$ cat src/rtl/bin_bcd_seq_pkg.sv
// Shared definitions for the sequential binary-to-BCD converter.
//   state_t  : converter FSM states (IDLE, SHIFT, FINISH)
//   BCD_NINE : saturation digit shown on every position when the value overflows
//   pow10    : 10**n, used to build the overflow limit
//   clog2    : ceil(log2(v)), used to size the shift counter
package bin_bcd_seq_pkg;

  typedef enum logic [1:0] {
    ST_IDLE,
    ST_SHIFT,
    ST_FINISH
  } state_t;

  localparam logic [3:0] BCD_NINE = 4'h9;

  function automatic longint unsigned pow10(input int unsigned n);
    longint unsigned r;
    r = 64'd1;
    for (int unsigned i = 0; i < n; i++) begin
      r = r * 64'd10;
    end
    return r;
  endfunction

  function automatic int unsigned clog2(input int unsigned v);
    int unsigned r;
    r = 0;
    while ((64'd1 << r) < 64'(v)) begin
      r++;
    end
    return r;
  endfunction

endpackage

$ cat src/rtl/bin_bcd_seq_add3.sv
// Single BCD digit correction cell for the shift-add-3 algorithm.
//   digit_i : 4-bit BCD digit before the shift
//   digit_o : digit_i + 3 when digit_i > 4, otherwise digit_i unchanged
module bcd_add3 (
  input  logic [3:0] digit_i,
  output logic [3:0] digit_o
);

  always_comb begin
    digit_o = digit_i;
    if (digit_i > 4'd4) begin
      digit_o = digit_i + 4'd3;
    end
  end

endmodule

$ cat src/rtl/bin_bcd_seq.sv
// Sequential binary-to-BCD converter (double-dabble), one input bit per clock.
// Feeds the PC display stage; bcd/overflow only change on the done strobe so the
// display never sees intermediate accumulator values.
//   clock    : system clock, rising edge
//   reset    : asynchronous, active-low reset
//   binary   : unsigned input, sampled only when start is accepted in IDLE
//   start    : conversion request, ignored unless IDLE
//   busy     : high while shifting (IN_W cycles)
//   done     : one-cycle strobe, bcd/overflow valid and freshly updated
//   bcd      : packed BCD, [3:0] = units
//   overflow : last converted value was >= 10**DIGITS (bcd saturated to all 9s)
module bin_bcd_seq
  import bin_bcd_seq_pkg::*;
#(
  parameter int unsigned IN_W   = 16,
  parameter int unsigned DIGITS = 4
) (
  input  logic                  clock,
  input  logic                  reset,
  input  logic [IN_W-1:0]       binary,
  input  logic                  start,
  output logic                  busy,
  output logic                  done,
  output logic [4*DIGITS-1:0]   bcd,
  output logic                  overflow
);

  localparam int unsigned      BCD_W = 4 * DIGITS;
  localparam int unsigned      CNT_W = clog2(IN_W + 1);
  localparam longint unsigned  LIMIT = pow10(DIGITS);

  state_t             state_q, state_d;
  logic [IN_W-1:0]    shreg_q, shreg_d;
  logic [BCD_W-1:0]   acc_q,   acc_d;
  logic [CNT_W-1:0]   cnt_q,   cnt_d;
  logic               ovf_q,   ovf_d;
  logic [BCD_W-1:0]   bcd_q,   bcd_d;
  logic               ovfo_q,  ovfo_d;

  logic [BCD_W-1:0]       acc_corr;
  logic [BCD_W+IN_W-1:0]  shifted;

  for (genvar g = 0; g < DIGITS; g++) begin : g_add3
    bcd_add3 u_add3 (
      .digit_i (acc_q[4*g +: 4]),
      .digit_o (acc_corr[4*g +: 4])
    );
  end

  assign shifted = {acc_corr, shreg_q} << 1;

  always_comb begin
    state_d = state_q;
    shreg_d = shreg_q;
    acc_d   = acc_q;
    cnt_d   = cnt_q;
    ovf_d   = ovf_q;
    bcd_d   = bcd_q;
    ovfo_d  = ovfo_q;

    unique case (state_q)
      ST_IDLE: begin
        if (start) begin
          state_d = ST_SHIFT;
          shreg_d = binary;
          acc_d   = '0;
          cnt_d   = CNT_W'(IN_W);
          ovf_d   = (64'(binary) >= LIMIT);
        end
      end

      ST_SHIFT: begin
        acc_d   = shifted[BCD_W+IN_W-1:IN_W];
        shreg_d = shifted[IN_W-1:0];
        cnt_d   = cnt_q - CNT_W'(1);
        // Result registers load on the edge of the final shift so they are
        // already valid during the FINISH cycle that carries done.
        if (cnt_q == CNT_W'(1)) begin
          state_d = ST_FINISH;
          bcd_d   = ovf_q ? {DIGITS{BCD_NINE}} : shifted[BCD_W+IN_W-1:IN_W];
          ovfo_d  = ovf_q;
        end
      end

      ST_FINISH: begin
        state_d = ST_IDLE;
      end

      default: begin
        state_d = ST_IDLE;
      end
    endcase
  end

  always_ff @(posedge clock or negedge reset) begin
    if (!reset) begin
      state_q <= ST_IDLE;
      shreg_q <= '0;
      acc_q   <= '0;
      cnt_q   <= '0;
      ovf_q   <= 1'b0;
      bcd_q   <= '0;
      ovfo_q  <= 1'b0;
    end else begin
      state_q <= state_d;
      shreg_q <= shreg_d;
      acc_q   <= acc_d;
      cnt_q   <= cnt_d;
      ovf_q   <= ovf_d;
      bcd_q   <= bcd_d;
      ovfo_q  <= ovfo_d;
    end
  end

  assign busy     = (state_q == ST_SHIFT);
  assign done     = (state_q == ST_FINISH);
  assign bcd      = bcd_q;
  assign overflow = ovfo_q;

endmodule

$ cat config.mk
export PLATFORM = sky130hd
export DESIGN_NAME = bin_bcd_seq
export DESIGN_NICKNAME = d
export VERILOG_FILES = /design/src/rtl/bin_bcd_seq_pkg.sv /design/src/rtl/bin_bcd_seq_add3.sv /design/src/rtl/bin_bcd_seq.sv
export SDC_FILE = /design/constraint.sdc
export NUM_CORES = 1
export LEC_CHECK = 0
export ABC_AREA = 1
export BUFFER_PORTS_ARGS = -buffer_cell sky130_fd_sc_hd__buf_2
export CAP_MARGIN = 25
export CORE_UTILIZATION = 57
export DETAILED_ROUTE_END_ITERATION = 16
export PLACE_DENSITY = 0.83
export SYNTH_ARGS = -nofsm -noshare
export SYNTH_HDL_FRONTEND = slang
export SYNTH_SLANG_ARGS = --single-unit
$ cat constraint.sdc
create_clock -name clock -period 1.5 [get_ports clock]
set_input_delay 0.3 -clock clock [delete_from_list [all_inputs] [get_ports clock]]
set_output_delay 0.3 -clock clock [all_outputs]
set_load 0.005 [all_outputs]
==> run summary <==
clock skew -> 4.045 ps
Vias -> 2,466
Reg-to-Reg End -> acc_q[6]
RD Place Congestion -> 0.8546
kind of critical path -> reg2out
Worst-path clk slew -> 60 ps
CTS Buf Count -> 9
synth top area cells -> dfrtp_1 51%, nand2_1 21%, inv_1 5.5%
Area Growth Syn to Fin -> 19.68%
Worst Path Arrival -> 1140 ps
Layout Nets -> 444
Post-Syn Area -> 2816 um2
root buffer cell -> clkbuf_8
Tcrit/Tclk final -> 96.28%
commonest cells after routing, fill and taps aside -> 159 x nand2_1, 57 x dfrtp_1, 37 x inv_1, 37 x buf_2, 25 x nand3_1
Final Slew Violations -> 0
Residual DRC -> 0
Reg-to-Reg Start -> acc_q[5]
pin count of the biggest net entering global routing -> 58
critical path's slowest cell -> dfrtp_1
Netlist cell types -> 22
max cap viols -> 0
Die Height -> 72.30 um
Buffers on Ports -> 37
core area -> 4723 um2
CP max stage delay -> 360 ps
worst hold endpoint -> shreg_q[0]
Pleak -> 0.001859 uW
post-route insts no fill -> 485
top cell type's share of synthesized area -> 50.64%
crit path time final -> 1444 ps
Hold Fails Final Rpt -> 0
first drt pass iteration count -> 4
final worst slack -> 55.80 ps
CP endpoint kind -> output pin
area leader, netlist -> dfrtp_1
worst skew pair latency -> 340 ps
CTS tree -> yes
vias in the first global route -> 2,334
VDD IR-drop max -> 1084 uV
Routed Antenna Nets -> 0
H-tree Lvls -> 3
Initial Util -> 59.63%
syn_nets -> 390
worst path cell trace -> inv_2, nor2_4, buf_12, buf_2
sequential share of the synthesized area -> 50.64%
Startpoint Class -> flip-flop
Power per Cell Area -> 2119 nW/um2
Iter 0 DRT Violations -> 197
initial antenna violation count -> 0
hold path cells -> 3
Overflow after GRT -> 0
Setup-failing EPs final -> 0
worst slew pin tran -> 332.3 ps
Die Wd -> 72.30 um
reg2reg path depth -> 9
R2R Setup Slk -> 130 ps
CTS Buffer Depth -> 2
DR vias/cell -> 5.085
# IOs -> 38
post-layout util -> 71.36%
wire per inst -> 12.55 um
WL final -> 6087 um
RSZ-0062 raised after global routing -> no
synth warn -> 0
DP HPWL -> 3978 um
Setup TNS -> 0 ps
number of synthesized register bits -> 57
Highest Clock Rate -> 692.4 MHz
status -> finished, final reports clean
crit-path max FO -> 7
Clock Sinks -> 57
dpl ws -> 81.10 ps
global-route wire length before repair -> 10,240 um
Post-Place Cells -> 466
layout cell share with drive strength beyond 1 -> 19.14%
slew margin rel. -> 77.76%
hold_sp -> binary[0]
cells after synthesis -> 362
Die ar. -> 5227 um2
Tot GR Track Use -> 26.19%
# diodes -> 0
most common cell after layout, fill and taps aside -> nand2_1
Required @ worst endpoint -> 1200 ps
Syn Area/Cell -> 7.780 um2
Site Rows -> 25
HP Class -> in2reg
[sequential cells by signal, summed over array words and instances, names as in the netlist]
register  count
acc_q        16
bcd          16
cnt_q         5
overflow      1
ovf_q         1
shreg_q      16
state_q       2
[worst max-delay path: cells and delay by family (launching register included)]
family / cells / cell delay (ps)
buffers and inverters: 3 / 310
AND/OR/NAND/NOR: 1 / 130
flip-flops: 1 / 360
[per-stage QoR]
stage / instance area (um2) / hold WS (ps) / power [uW]
5_1_grt: 3371 / 170.5 / 7752
3_5_place_dp: 3126 / 323.3 / 5628
2_1_floorplan: 2816 / 4.409 / 4722
6_report: 3371 / 163.2 / 7143
4_1_cts: 3333 / 164.6 / 7023
3_3_place_gp: 3126 / 326.2 / 5481
[synth_stat cells (all sizes together)]
library cell and instances:
buf 7, o22ai 5, o21ai 19, nand2 163
ha 9, a22oi 1, inv 45, a21oi 1
dfrtp 57, nand3 28, o211ai 3, xor2 4
nor2 18, nand4 2
[worst max-delay path by stage]
stage | startpoint | end | slack, ps | cells past startpoint
final | state_q[0] | busy | 60 | 4
after floorplan | cnt_q[1] | bcd[15] | 250 | 6
after CTS | state_q[0] | busy | 8 | 4
after global placement | acc_q[4] | acc_q[6] | 140 | 8
after detailed placement | acc_q[4] | acc_q[6] | 80 | 8
after global routing | acc_q[9] | acc_q[10] | 10 | 9
[final cells by class]
type,count,area [um2]
clock buffers,12,145.1
clock inverters,1,5.005
fillers,356,1353
inverters,45,168.9
multi-input cells,253,1206
flip-flops and latches,57,1426
well taps,67,83.83
repair buffers,50,335.3
[logic make-up (layout without fill, tap and decap cells)]
logic type               Yosys count  in the layout  synth area share [%]
flip-flops                        57             57                 50.64
AO/OA/AOI/OAI                     29             29                 5.731
adder cells (fa/ha/maj)            9              9                 3.998
AND/OR/NAND/NOR                  211            211                 31.05
buffers and inverters             52            108                 7.330
XOR/XNOR                           4              4                 1.244
[power breakdown]
group	total, uW	leakage, uW	switching, uW	internal (uW)
registers	2560	0.000702	378	2190
logic	3400	0.00108	2060	1340
clock network	1180	0.0000782	562	614
[routing by layer]
layer | global-route usage [%] | up-vias | wire, um | part of all wire, %
li1 | - | 1243 | - | -
met1 | 31.57 | 1133 | 2810 | 46
met2 | 42.26 | 70 | 2787 | 46
met3 | 5.417 | 20 | 284 | 4.7
met4 | 18.08 | 0 | 205 | 3.4
met5 | 0 | - | 0 | 0
[what timing repair did]
action	4_1_cts	5_1_grt
hold buffers	1	0
gates resized for setup	1	11
setup endpoints to repair	3	14
hold endpoints to repair	57	0
cloned	1	0
buffers inserted	2	2
pin swaps	1	0
Note: power is estimated with default switching activity, not from simulation.
